`config.mk`:
```
export PLATFORM = sky130hd
export DESIGN_NAME = keypad_scanner
export DESIGN_NICKNAME = d
export VERILOG_FILES = /design/src/rtl/keypad_scanner.sv
export SDC_FILE = /design/constraint.sdc
export NUM_CORES = 1
export LEC_CHECK = 0
export ABC_AREA = 1
export BUFFER_PORTS_ARGS = -buffer_cell sky130_fd_sc_hd__buf_2
export CAP_MARGIN = 20
export CELL_PAD_IN_SITES_DETAIL_PLACEMENT = 2
export CELL_PAD_IN_SITES_GLOBAL_PLACEMENT = 2
export CORE_ASPECT_RATIO = 0.7
export CORE_MARGIN = 2
export CORE_UTILIZATION = 30
export DETAILED_ROUTE_END_ITERATION = 12
export HOLD_SLACK_MARGIN = 0.12
export PLACE_DENSITY_LB_ADDON = 0.1
export SLEW_MARGIN = 30
export SYNTH_ARGS = -nofsm -noshare
export SYNTH_HDL_FRONTEND = slang
export SYNTH_SLANG_ARGS = --single-unit
```
`constraint.sdc`:
```
create_clock -name clock -period 6.6 [get_ports clock]
set_input_delay 1.32 -clock clock [delete_from_list [all_inputs] [get_ports clock]]
set_output_delay 1.32 -clock clock [all_outputs]
set_load 0.01 [all_outputs]
```
`src/rtl/keypad_scanner.sv`:
```
`timescale 1ns/1ps
`default_nettype none
// ============================================================================
// Module   : keypad_scanner
// Brief    : Column-scanning ROWS x COLS keypad decoder. Drives one column at
//            a time, synchronises the row sense lines, debounces press and
//            release, reports a binary key code and flags multi-key columns.
// Revision : 1.0 - initial release
// ============================================================================
module keypad_scanner #(
  parameter int ROWS            = 4,
  parameter int COLS            = 4,
  parameter int SETTLE_CYCLES   = 4,
  parameter int DEBOUNCE_CYCLES = 16,
  localparam int CODE_W         = $clog2(ROWS * COLS)
) (
  input  logic              clock,
  input  logic              reset,
  input  logic [ROWS-1:0]   row_in,
  output logic [COLS-1:0]   col_drive,
  output logic [CODE_W-1:0] key_code,
  output logic              key_valid,
  output logic              key_held,
  output logic              key_error
);

  localparam int c_rowIdxW = $clog2(ROWS);
  localparam int c_colIdxW = $clog2(COLS);
  localparam int c_settleW = $clog2(SETTLE_CYCLES);
  localparam int c_debW    = $clog2(DEBOUNCE_CYCLES);

  localparam logic [1:0] c_stScan     = 2'd0;
  localparam logic [1:0] c_stDebounce = 2'd1;
  localparam logic [1:0] c_stHeld     = 2'd2;

  logic [ROWS-1:0]      r_syncMeta;
  logic [ROWS-1:0]      r_syncRows;
  logic [1:0]           r_state;
  logic [1:0]           w_nextState;
  logic [c_settleW-1:0] r_settleCnt;
  logic [c_debW-1:0]    r_debCnt;
  logic [c_colIdxW-1:0] r_colIdx;
  logic [COLS-1:0]      r_colDrive;
  logic [c_rowIdxW-1:0] r_candRow;
  logic [c_rowIdxW-1:0] w_rowEnc;
  logic [CODE_W-1:0]    r_keyCode;
  logic                 r_keyValid;
  logic                 r_keyHeld;
  logic                 r_keyError;

  logic w_rowsZero;
  logic w_rowsSingle;
  logic w_candMatch;
  logic w_settleDone;
  logic w_debDone;
  logic w_capture;
  logic w_error;
  logic w_accept;
  logic w_release;
  logic w_advance;

  // All decisions are taken on the synchronised row vector r_syncRows.
  assign w_rowsZero   = ~|r_syncRows;
  assign w_rowsSingle = $onehot(r_syncRows);
  assign w_candMatch  = (r_syncRows == (ROWS'(1) << r_candRow));
  assign w_settleDone = (r_settleCnt == c_settleW'(SETTLE_CYCLES - 1));
  // The shared counter hits its limit one cycle before it would read
  // DEBOUNCE_CYCLES; the accepting/releasing cycle itself is the last count.
  assign w_debDone    = (r_debCnt == c_debW'(DEBOUNCE_CYCLES - 1));

  // Two-flop synchroniser for the asynchronous row sense lines
  always_ff @(posedge clock) begin
    if (reset) begin
      r_syncMeta <= '0;
      r_syncRows <= '0;
    end else begin
      r_syncMeta <= row_in;
      r_syncRows <= r_syncMeta;
    end
  end

  // Binary index of the (single) set row bit, used when capturing a candidate
  always_comb begin
    w_rowEnc = '0;
    for (int i = 0; i < ROWS; i++) begin
      if (r_syncRows[i]) w_rowEnc = c_rowIdxW'(i);
    end
  end

  // FSM state register
  always_ff @(posedge clock) begin
    if (reset) r_state <= c_stScan;
    else       r_state <= w_nextState;
  end

  // FSM next-state logic
  always_comb begin
    w_nextState = r_state;
    case (r_state)
      c_stScan: begin
        if (w_settleDone && w_rowsSingle) w_nextState = c_stDebounce;
      end
      c_stDebounce: begin
        if (!w_candMatch)   w_nextState = c_stScan;
        else if (w_debDone) w_nextState = c_stHeld;
      end
      c_stHeld: begin
        if (w_rowsZero && w_debDone) w_nextState = c_stScan;
      end
      default: w_nextState = c_stScan;
    endcase
  end

  // FSM action decode: capture, accept, release, error and column advance
  always_comb begin
    w_capture = 1'b0;
    w_error   = 1'b0;
    w_accept  = 1'b0;
    w_release = 1'b0;
    w_advance = 1'b0;
    case (r_state)
      c_stScan: begin
        if (w_settleDone) begin
          if (w_rowsSingle) begin
            w_capture = 1'b1;
          end else begin
            w_advance = 1'b1;
            w_error   = !w_rowsZero;
          end
        end
      end
      c_stDebounce: begin
        if (!w_candMatch)   w_advance = 1'b1;
        else if (w_debDone) w_accept  = 1'b1;
      end
      c_stHeld: begin
        if (w_rowsZero && w_debDone) begin
          w_release = 1'b1;
          w_advance = 1'b1;
        end
      end
      default: ;
    endcase
  end

  // Settle counter: runs only while scanning, restarts on every new column
  always_ff @(posedge clock) begin
    if (reset)                                   r_settleCnt <= '0;
    else if (r_state == c_stScan && !w_settleDone) r_settleCnt <= r_settleCnt + c_settleW'(1);
    else                                         r_settleCnt <= '0;
  end

  // Shared press/release debounce counter; the capture sample counts as one
  always_ff @(posedge clock) begin
    if (reset)
      r_debCnt <= '0;
    else if (w_capture)
      r_debCnt <= c_debW'(1);
    else if (r_state == c_stDebounce && w_candMatch && !w_debDone)
      r_debCnt <= r_debCnt + c_debW'(1);
    else if (r_state == c_stHeld && w_rowsZero && !w_debDone)
      r_debCnt <= r_debCnt + c_debW'(1);
    else
      r_debCnt <= '0;
  end

  // Column index and one-hot drive move together, wrapping after COLS-1
  always_ff @(posedge clock) begin
    if (reset) begin
      r_colIdx   <= '0;
      r_colDrive <= COLS'(1);
    end else if (w_advance) begin
      r_colIdx   <= (r_colIdx == c_colIdxW'(COLS - 1)) ? '0 : r_colIdx + c_colIdxW'(1);
      r_colDrive <= {r_colDrive[COLS-2:0], r_colDrive[COLS-1]};
    end
  end

  // Candidate row latch; the candidate column is r_colIdx, frozen until advance
  always_ff @(posedge clock) begin
    if (reset)          r_candRow <= '0;
    else if (w_capture) r_candRow <= w_rowEnc;
  end

  // Registered key outputs: code held until next accept, pulses last one cycle
  always_ff @(posedge clock) begin
    if (reset) begin
      r_keyCode  <= '0;
      r_keyValid <= 1'b0;
      r_keyHeld  <= 1'b0;
      r_keyError <= 1'b0;
    end else begin
      r_keyValid <= w_accept;
      r_keyError <= w_error;
      if (w_accept) begin
        r_keyCode <= CODE_W'(r_candRow) * CODE_W'(COLS) + CODE_W'(r_colIdx);
        r_keyHeld <= 1'b1;
      end else if (w_release) begin
        r_keyHeld <= 1'b0;
      end
    end
  end

  assign col_drive = r_colDrive;
  assign key_code  = r_keyCode;
  assign key_valid = r_keyValid;
  assign key_held  = r_keyHeld;
  assign key_error = r_keyError;

endmodule
`default_nettype wire

```
==> summary.md <==
| Metric | Value |
|---|---|
| Count of different cell masters after synthesis | 23 |
| Hold/Removal Path Class | reg -> reg |
| Die footprint | 0.00512 mm^2 |
| Die Wd | 84.7 um |
| DRC errors left | 0 |
| Final Hold Fails | 0 |
| Area after DPL | between 0.0015 and 0.002 mm^2 |
| Clk buf depth | 2 |
| Maximum vdd drop | roughly 86 uV |
| Syn_area_per_cell | 7.51 um^2 |
| Area share of the largest cell type after synthesis | 45.4% |
| Met1 Use GR | 21.5% |
| Crit Path Max Fanout | 7 |
| Fin cells | 257 |
| Fin nets | about 210 |
| CTS Hold Bufs | 0 |
| CTS tree | yes |
| Gpl congestion | 0.765 |
| Layout Skew | 0.00951 ns |
| Core area | 0.00435 mm^2 |
| Clk slew on worst S/H paths | 0.07 ns |
| # IOs | 17 |
| Worst-margin pin slew | 0.429 ns |
| Clk root buf | clkbuf_8 |
| Slew HR | 71.4% |
| Tmin final | 2.53 ns |
| Busiest grt layer | met2 |
| Max Cap Viol | 0 |
| WP data required | 6.79 ns |
| Post_cts resized | 0 |
| # rows | 20 |
| Total wire length | 3480 um |
| Final instance area | 0.00162 mm^2 |
| Vias per cell | 4.59 |
| Status | complete, no violations |
| Final setup viols | 0 |
| Hold Path Origin | r_syncMeta[2] |
| Final TNS setup | 0 ns |
| Worst setup EP type | flip-flop |
| Met3 GRT Util | under 10% |
| Worst EP arrival | 2.72 ns |
| Drt first-iter violations | 78 |
| Achievable frequency | 396 MHz |
| Drt pass-1 iters | 4 |
| Syn Inst Count | 182 |
| Synth Net Count | slightly below 200 |
| First-pass GRT wire length | 6160 um |
| Placed Instances | 249 |
| Layout cells sized above 1 | 17.3% |
| Critical path startpoint | r_syncRows[0] |
| Largest area contributor in the netlist | dfxtp_1 |
| CTS buffer count | 5 |
| Layout area overhead | 18.4% |
| Period utilization | 38.3% |
| Synth area leaders | dfxtp_1 45%, nor2_1 10%, inv_1 7.7% |
| R2r startpoint | r_syncRows[0] |
| N_diodes | 0 |
| Sink Count | 31 |
| Routed WL per cell | 13.5 um |
| Power density over the cells | ~270 mW/mm^2 |
| CP peak stage delay | 0.54 ns |
| Slew Limit Fails | 0 |
| Critical-path cell list | inv_1 -> fa_1 -> inv_1 -> ha_1 -> ha_1 -> nor3b_1 -> or2_0 -> nand4_1 -> nand2_1 -> nor2_1 |
| Grt met2 use | between 20% and 30% |
| Antenna violations before repair | 0 |
| RSZ-0062 raised after global routing | false |
| Kind of critical path | reg -> reg |
| Final HPWL from detailed placement | 2660 um |
| Register area share after synthesis | 45.4% |
| Power Total | 435 uW |
| Startpoint class of the critical path | flip-flop |
| GRT Util Overall | 16.2% |
| Vias in the first global route | 1241 |
| YS warnings | 0 |
| #FFs+latches synth | 31 |
| Chip height | between 60 and 70 um |
| Routed Antenna Nets | 0 |
| H-tree Lvls | 2 |
| Number of filler cells placed in the layout | 523 |
| Initial Utilization | 31.4% |
| Largest net degree at the start of global routing | 17 |
| Worst path slowest cell | fa_1 |
| Grt total ovfl | 0 |
| PortBufs | 16 |
| Via Count | 1179 |
| Leak pwr | 0.000792 uW |
| Skew-Pair Late Insertion Delay | 0.29 ns |
| Post-Syn Area | 0.00137 mm^2 |
| Post-CTS Setup Inserts | 0 |
synth_stat cells:
master and instances:
or2_0 1, nor2_1 37, nand2_2 1, nor3b_1 1, ha_1 6, xor2_1 1, xnor2_1 1, nand3_1 8
nor3_1 1, dfxtp_1 31, clkbuf_1 4, fa_1 1, nand4_1 7, nor2_4 1, inv_2 3, inv_1 28
nor2_2 3, nand3b_1 1, nand2_1 28, nand3_2 3, o21a_1 3, a21oi_1 5, o21ai_0 7
placed cells by master (no fill, tap or decap), types with 5 or more instances in the layout:
| master | count |
|---|---|
| a21oi_1 | 5 |
| buf_2 | 16 |
| clkbuf_8 | 6 |
| dfxtp_1 | 31 |
| ha_1 | 6 |
| inv_1 | 28 |
| nand2_1 | 28 |
| nand3_1 | 8 |
| nand4_1 | 7 |
| nor2_1 | 37 |
| o21ai_0 | 7 |
cell type report:
class / count / area [um^2] / area share, %
clock buffers: 6 / 82.6 / 5.10
well taps: 55 / 68.8 / 4.25
inverters: 31 / 116 / 7.19
clock inverters: 2 / 35.0 / 2.16
flip-flops and latches: 31 / 621 / 38.3
multi-input cells: 116 / 616 / 38.0
repair buffers: 16 / 80.1 / 4.95
layer usage:
layer	vias up	routed length [um]
met5	-	0
met4	0	69
met3	8	104
met2	13	1510
met1	557	1800
li1	601	-
power breakdown:
group          total (uW)  internal [uW]  switching (uW)
Sequential            201            195            5.73
Clock                 198            122            76.0
Combinational        36.8           13.6            23.2
cell families after synthesis:
logic type	count (synthesis)	share of synthesized area [%]
flip-flops	31	45.4
adder cells (fa/ha/maj)	7	6.95
AO/OA/AOI/OAI	15	6.04
AND/OR/NAND/NOR	92	30.7
buffers and inverters	35	9.61
XOR/XNOR	2	1.28
flip-flops by register name, indices dropped and copies added (netlist names):
name and cells:
r_debCnt 4, key_code 4, r_state 2, r_syncMeta 4
r_candRow 2, r_syncRows 4, key_held 1, r_settleCnt 2
col_drive 4, r_colIdx 2, key_error 1, key_valid 1
metrics by stage:
step                      util (%)  worst slack, ns  hold slack, ns
after global placement        34.5             4.17           0.392
after detailed placement      34.5             4.06           0.399
final                         37.2             4.07           0.404
after CTS                     37.2             4.04           0.410
after floorplan                  -             4.33           0.388
after global routing          37.2             3.84           0.435
critical path, delay by kind of cell, from the launching register on:
kind | cells | cell delay, ns
simple gates | 5 | 0.99
fa+ha+maj | 3 | 0.98
flops | 1 | 0.32
buf+inv | 2 | 0.13
worst paths after layout:
path	endpoint	slack, ns	depth (start not counted)
hold / removal	r_syncRows[2]	0.40	2
setup / recovery	col_drive[2]	4.07	10
hold reg to reg	r_syncRows[2]	0.40	2
setup reg to reg	col_drive[2]	4.07	10
(Power assumes the default switching activity.)
